<file path="src/rtl/alu.sv">
// Registered 64-bit add-with-carry / AND (optional XOR) unit with C/V/Z flags.
// Define ALU_XOR_EN to add the xor_en_i port and the A^B result term.
module alu (
    input  logic        clk_i,
    input  logic        reset_i,
    input  logic [63:0] inA_i,
    input  logic [63:0] inB_i,
    input  logic        cflag_i,
    input  logic        sum_en_i,
    input  logic        and_en_i,
`ifdef ALU_XOR_EN
    input  logic        xor_en_i,
`endif
    output logic [63:0] out_o,
    output logic        cflag_o,
    output logic        vflag_o,
    output logic        zflag_o
);

    logic [64:0] sum;
    logic [63:0] res;
    logic        c;
    logic        v;
    logic        z;

    always_comb begin
        sum = {1'b0, inA_i} + {1'b0, inB_i} + {64'd0, cflag_i};
        res = '0;
        c   = 1'b0;
        v   = 1'b0;
        // Wired-OR mux: several enables may be active at once.
        if (sum_en_i) begin
            res = res | sum[63:0];
            c   = sum[64];
            v   = (inA_i[63] == inB_i[63]) && (sum[63] != inA_i[63]);
        end
        if (and_en_i) begin
            res = res | (inA_i & inB_i);
        end
`ifdef ALU_XOR_EN
        if (xor_en_i) begin
            res = res | (inA_i ^ inB_i);
        end
`endif
        z = (res == 64'd0);
    end

    always_ff @(posedge clk_i) begin
        if (reset_i) begin
            out_o   <= '0;
            cflag_o <= 1'b0;
            vflag_o <= 1'b0;
            zflag_o <= 1'b0;
        end else begin
            out_o   <= res;
            cflag_o <= c;
            vflag_o <= v;
            zflag_o <= z;
        end
    end

endmodule

</file>
<file path="config.mk">
export PLATFORM = sky130hd
export DESIGN_NAME = alu
export DESIGN_NICKNAME = d
export VERILOG_FILES = /design/src/rtl/alu.sv
export SDC_FILE = /design/constraint.sdc
export NUM_CORES = 1
export LEC_CHECK = 0
export BUFFER_PORTS_ARGS = -buffer_cell sky130_fd_sc_hd__buf_4
export CORE_MARGIN = 5
export CORE_UTILIZATION = 50
export CTS_CLUSTER_SIZE = 10
export DETAILED_ROUTE_END_ITERATION = 8
export PLACE_DENSITY = 0.82
export SETUP_SLACK_MARGIN = 0.5
export SLEW_MARGIN = 20
export SYNTH_ARGS = -nofsm -noshare
export SYNTH_HDL_FRONTEND = slang
export SYNTH_SLANG_ARGS = --single-unit
</file>
<file path="constraint.sdc">
create_clock -name clk_i -period 4.2 [get_ports clk_i]
set_clock_uncertainty 0.05 [all_clocks]
set_input_delay 0.21 -clock clk_i [delete_from_list [all_inputs] [get_ports clk_i]]
set_output_delay 0.21 -clock clk_i [all_outputs]
set_load 0.03 [all_outputs]
</file>
======== Word level (Yosys, flattened, before mapping) ========
Index checks and enable logic that the tools add are counted.
word-level totals
  input bits .............................. 133
  logic and storage cells ................. 16
  register bits after elaboration ......... 67
  output and inout port bits .............. 67
cells by class
  reduce and logical (&&, ||, !) cells .... 3
  bitwise operators ....................... 3
  add/subtract/negate cells ............... 2
  mux-type cells .......................... 2
  eq/ne operators ......................... 2
operator list
  operator             count
  $mux W64             2
  $add A64 B64 Y65     1
  $add A65 B1 Y65      1
  $and A64 B64 Y64     1
  $logic_not A64 Y1    1
  $or A64 B64 Y64      1
  $reduce_or A2 Y1     1
  $eq A1 B1 Y1         1
  $logic_and A1 B1 Y1  1
  $ne A1 B1 Y1         1
  $not A1 Y1           1

======== Longest topological paths before layout ========
  depth in word-level cells ............... 6
  depth in mapped cells ................... 14
  mapped depth without buffers ............ 14

======== Worst setup path after synthesis ========
No wires, ideal clock.
  kind .................................... input port to flip-flop
  start ................................... input inA_i[0]
  end ..................................... register zflag_o
  path buffers ............................ 0
  setup time .............................. 125 ps
  data required time ...................... 4,025 ps
  slack ................................... 585 ps
  cell stages on the path ................. 14
  arrival time ............................ 3,440 ps
  cell sequence ........................... fa_1 > fa_1 > a211o_1 > a21o_1 > a21o_1 > a41o_1 > a31o_2 > a41o_1 > a21oi_1 > nor4_1 > o22ai_1 > mux2_2 > nand3_1 > nor3_2
on the way
  longest elaborated chain between the ends .. 6
  elaborated cells between the ends (all ways) .. 7
  those cells by class .................... 2 x add/sub; 2 x mux; 2 x bitwise; 1 x reduce/logical
ends and longest elaborated chain
  what                  line  source
  start, declared       6     input logic [63:0] inA_i,
  $add A64 B64 Y65      27    sum = {1'b0, inA_i} + {1'b0, inB_i} + {64'd0, cflag_i};
  $add A65 B1 Y65       27
  $mux W64              32    if (sum_en_i) begin
  $or A64 B64 Y64       38    res = res | (inA_i & inB_i);
  $mux W64 *            37    if (and_en_i) begin
  $logic_not A64 Y1 *   45    z = (res == 64'd0);
  end signal, assigned  58    zflag_o <= z;
  end, declared         17    output logic zflag_o
Every way passes the cells marked *; elsewhere a longest branch is shown, timed or not.
A chain may end at the register's enable or synchronous reset.

======== Worst setup path after layout ========
Ends and elaborated chain as after synthesis.

==> run summary <==
FLOORPLAN
-----------------------------------------------------------------------------------------
Vertical extent of the die                                                         129 um
Ports                                                                                 200
Placeable core region                                                         0.0138 mm^2
Starting density of the core                                                        0.509
Width of the die                                                                   129 um
Total number of placement rows                                                         43
Die area                                                                      0.0165 mm^2

STA
-----------------------------------------------------------------------------------------
Post-Route Hold Slack                                                            0.111 ns
Worst relative slew slack                                                           0.488
Total count of hold-check failures in the final report                                  0
Final number of max-transition violations                                               0
Number of endpoints failing setup at the final stage                                    0
Share of the clock period used by the worst path after layout                       0.843
Setup repair after global routing missed its margin                                 false
Achievable frequency                                                              282 MHz
Actual transition at the worst max-transition pin                                0.769 ns
Final critical delay including setup and external delays                          3.54 ns

POWER
-----------------------------------------------------------------------------------------
Peak supply drop                                                                   172 uV
Leakage power of the design                                                       4.06 nW
Total power divided by cell area                                              312 mW/mm^2
Final total power                                                               0.00284 W

SETUP PATH
-----------------------------------------------------------------------------------------
Arrival time reported for the critical path endpoint                              3.76 ns
Type of destination of the critical path                                        flip-flop
CP Data Required Time                                                             4.42 ns
Worst Path Class, Setup                                                      input pin to flip-flop
Setup crit start kind                                                           input pin
Maximum fanout along the worst path                                                     5

GRT
-----------------------------------------------------------------------------------------
Met3 global-route usage                                                            0.0548
Number of global-route vias before repair                                           8,014
Most utilized layer in the global route result                                       met2
Antenna violations before repair                                                        0
Global route total overflow                                                             0
Overall fraction of global-route tracks in use                                      0.314
Met2 track utilization from global routing                                          0.494
First-pass GRT wire length                                                      42,100 um
Met1 layer usage reported by global route                                           0.435
Maximum number of pins on one net before global-route repair                           68

DETAILED ROUTING
-----------------------------------------------------------------------------------------
Remaining antenna violation count after routing                                         0
Initial detailed-routing violation count                                            1,002
Number of detailed-route iterations in the first pass                                   6
WL per Instance                                                                   19.9 um
Remaining routing DRC violations                                                        0
Via count                                                                           8,529
DR vias/cell                                                                         6.35
Total wirelength of the detailed-routed design                                  26,800 um

JOB
-----------------------------------------------------------------------------------------
Max-cap violations                                                                      0

YOSYS
-----------------------------------------------------------------------------------------
Number of warnings printed during yosys synthesis                                       0
EDFF count, synth                                                                       0
Proportion of register bits with asynchronous set or reset after synthesis              0
Synthesized-area fraction occupied by and/or/nand/nor cells                         0.260
Post-synthesis instance area                                                 0.00704 mm^2
Post-synth top area cell                                                     sky130_fd_sc_hd__dfxtp_1
Compound-Gate Fraction of Synth Area                                                0.318
Most common cell in the netlist                                              sky130_fd_sc_hd__nand2_1
Post-Syn Area per Cell                                                          7.20 um^2
Synthesized Nets                                                                    1,176
Top cells by area, synth                                                     sky130_fd_sc_hd__dfxtp_1 19%, sky130_fd_sc_hd__ha_1 11%, sky130_fd_sc_hd__a21oi_1 7.0%, sky130_fd_sc_hd__nand2_1 6.8%, sky130_fd_sc_hd__nor2_1 5.1%
Sequential share of the synthesized area                                            0.191
Dominant register cell in the synthesized netlist                            sky130_fd_sc_hd__dfxtp_1
Most frequent cells after synthesis                                          128 x sky130_fd_sc_hd__nand2_1, 99 x sky130_fd_sc_hd__a21oi_1, 95 x sky130_fd_sc_hd__nor2_1, 69 x sky130_fd_sc_hd__o21ai_0, 67 x sky130_fd_sc_hd__dfxtp_1
Largest family of logic cells by synthesized area                            compound AO/OA/AOI/OAI gates
Synth Register Bits                                                                    67
Count of cell types in the netlist                                                     71
Count of mapped cells out of synthesis                                                977
Mux cell area share after synthesis                                                0.0119
Adder-cell share of the synthesized area                                            0.119
Fraction of post-synthesis cell area in the top cell type by area                   0.191
Share of the synthesized netlist area taken by xor and xnor gates                  0.0610

WORST HOLD PATH
-----------------------------------------------------------------------------------------
Worst-case hold path end point                                                    vflag_o
Hold Path Origin                                                                inA_i[63]
Hold Path Depth                                                                         3
Worst hold path type                                                         input pin to flip-flop

CLOCK NETWORK
-----------------------------------------------------------------------------------------
Max Root-Sink Buffers                                                                   2
Number of CTS-inserted buffers                                                          9
Clock slew at reported path FFs                                                   0.06 ns
CTS tree                                                                            built
Clk Tree Root Cell                                                           sky130_fd_sc_hd__clkbuf_16
H-tree lvl count                                                                        3
Count of hold buffers inserted by post-cts repair                                       0
Clock Sink Count                                                                       67

CELLS AND AREA
-----------------------------------------------------------------------------------------
Number of standard cells in the layout, taps in and fillers out                     1,344
Final net count                                                                     1,358
Share of post-route cells with drive strength above 1                               0.238
Design Area, Final                                                           0.00912 mm^2
Layout overhead on the synthesized area                                             29.6%
Number of fill cells in the layout                                                  1,270
Ant. Diodes                                                                             0

STATUS
-----------------------------------------------------------------------------------------
Outcome                                                                      finished clean

PLACE
-----------------------------------------------------------------------------------------
Post-Place Cell Area                                                         0.00873 mm^2
Cell count after placement                                                          1,326
GP Congestion                                                                       0.997
HPWL Detailed                                                                   21,100 um
Count of buffers from port buffering                                                  199

-- state kept, by name (all words and copies together) (netlist names) --
name,cells
cflag_o,1
out_o,64
vflag_o,1
zflag_o,1
-- where the power goes --
group	switching, W	internal, W
clock	0.000306	0.000457
combinational	0.000825	0.000540
sequential	0.0000190	0.000697
total	0.00115	0.00169
-- critical path, stage by stage --
cell	delay, ns
sky130_fd_sc_hd__buf_4	0.12
sky130_fd_sc_hd__fa_2	0.41
sky130_fd_sc_hd__fa_2	0.37
sky130_fd_sc_hd__a211o_1	0.32
sky130_fd_sc_hd__a21o_4	0.25
sky130_fd_sc_hd__a21o_1	0.20
sky130_fd_sc_hd__a41o_1	0.23
sky130_fd_sc_hd__a31o_4	0.30
sky130_fd_sc_hd__xor2_1	0.17
sky130_fd_sc_hd__o31ai_1	0.24
sky130_fd_sc_hd__nand4_1	0.21
sky130_fd_sc_hd__a2111oi_4	0.34
sky130_fd_sc_hd__nand4_1	0.23
sky130_fd_sc_hd__nor3_2	0.15
-- worst max-delay path by stage --
stage | slack, ns | end | start
6_report | 0.66 | zflag_o | inA_i[0]
3_5_place_dp | -0.001 | zflag_o | inA_i[0]
3_3_place_gp | 0.13 | zflag_o | inA_i[0]
2_1_floorplan | 0.59 | zflag_o | inA_i[0]
5_1_grt | 0.53 | zflag_o | inA_i[0]
4_1_cts | 0.53 | zflag_o | inA_i[0]
-- metrics by stage --
stage          utilization  setup TNS [ns]  setup WS [ns]
3_5_place_dp         0.631        -0.00147       -0.00147
3_3_place_gp         0.631               0          0.125
4_1_cts              0.653               0          0.530
2_1_floorplan            -               0          0.585
5_1_grt              0.659               0          0.531
6_report             0.659               0          0.659
-- cells by family after synthesis --
kind of cell               count (synthesis)
adders and majority gates                 66
xor gates and xnor gates                  49
AOI/OAI and AO/OA                        342
buffers and inverters                     68
and+or+nand+nor                          377
DFF                                       67
muxes                                      8
-- layout by cell type, fill, tap and decap left out, types with 5 or more instances in the layout --
cell and n:
sky130_fd_sc_hd__buf_4 229, sky130_fd_sc_hd__nand2_1 128, sky130_fd_sc_hd__a21oi_1 96, sky130_fd_sc_hd__nor2_1 95, sky130_fd_sc_hd__o21ai_0 68, sky130_fd_sc_hd__dfxtp_1 67
sky130_fd_sc_hd__ha_1 64, sky130_fd_sc_hd__a22oi_1 38, sky130_fd_sc_hd__nand4_1 36, sky130_fd_sc_hd__a21o_1 27, sky130_fd_sc_hd__xnor2_1 25, sky130_fd_sc_hd__xor2_1 24
sky130_fd_sc_hd__o21a_1 19, sky130_fd_sc_hd__nand3_1 18, sky130_fd_sc_hd__nor4_1 17, sky130_fd_sc_hd__nor2b_1 15, sky130_fd_sc_hd__nor3_1 12, sky130_fd_sc_hd__and3_1 11
sky130_fd_sc_hd__inv_1 10, sky130_fd_sc_hd__nand2b_1 10, sky130_fd_sc_hd__clkbuf_16 9, sky130_fd_sc_hd__a211o_1 7, sky130_fd_sc_hd__a31oi_1 7, sky130_fd_sc_hd__o31ai_1 7
sky130_fd_sc_hd__and2_1 6, sky130_fd_sc_hd__and4_1 6, sky130_fd_sc_hd__a211oi_1 6, sky130_fd_sc_hd__or3_1 6, sky130_fd_sc_hd__a21oi_2 5, sky130_fd_sc_hd__o21ai_1 5
sky130_fd_sc_hd__o31a_1 5, sky130_fd_sc_hd__mux2i_1 5, sky130_fd_sc_hd__nand3b_1 5
-- layer usage --
| metal | wire length, um | share of wire |
|---|---|---|
| met2 | 11900 | 0.44 |
| met3 | 3120 | 0.12 |
| met5 | 0 | 0 |
| met1 | 10900 | 0.41 |
| met4 | 889 | 0.033 |
-- cell type report --
cell class	instances	area [um^2]	area share
inverter	10	37.5	0.00412
timing repair buffer	229	1720	0.189
sequential	67	1340	0.147
clock buffer	9	225	0.0247
multi-input combinational	842	5500	0.603
clock inverter	7	68.8	0.00755
tap	180	225	0.0247
-- what timing repair did --
item                       CTS  global route
setup endpoints to repair    1             2
gates resized for setup      2            13
buffers inserted             0             2
pin swaps                    2            10
Power figures use the tool's default switching activity.
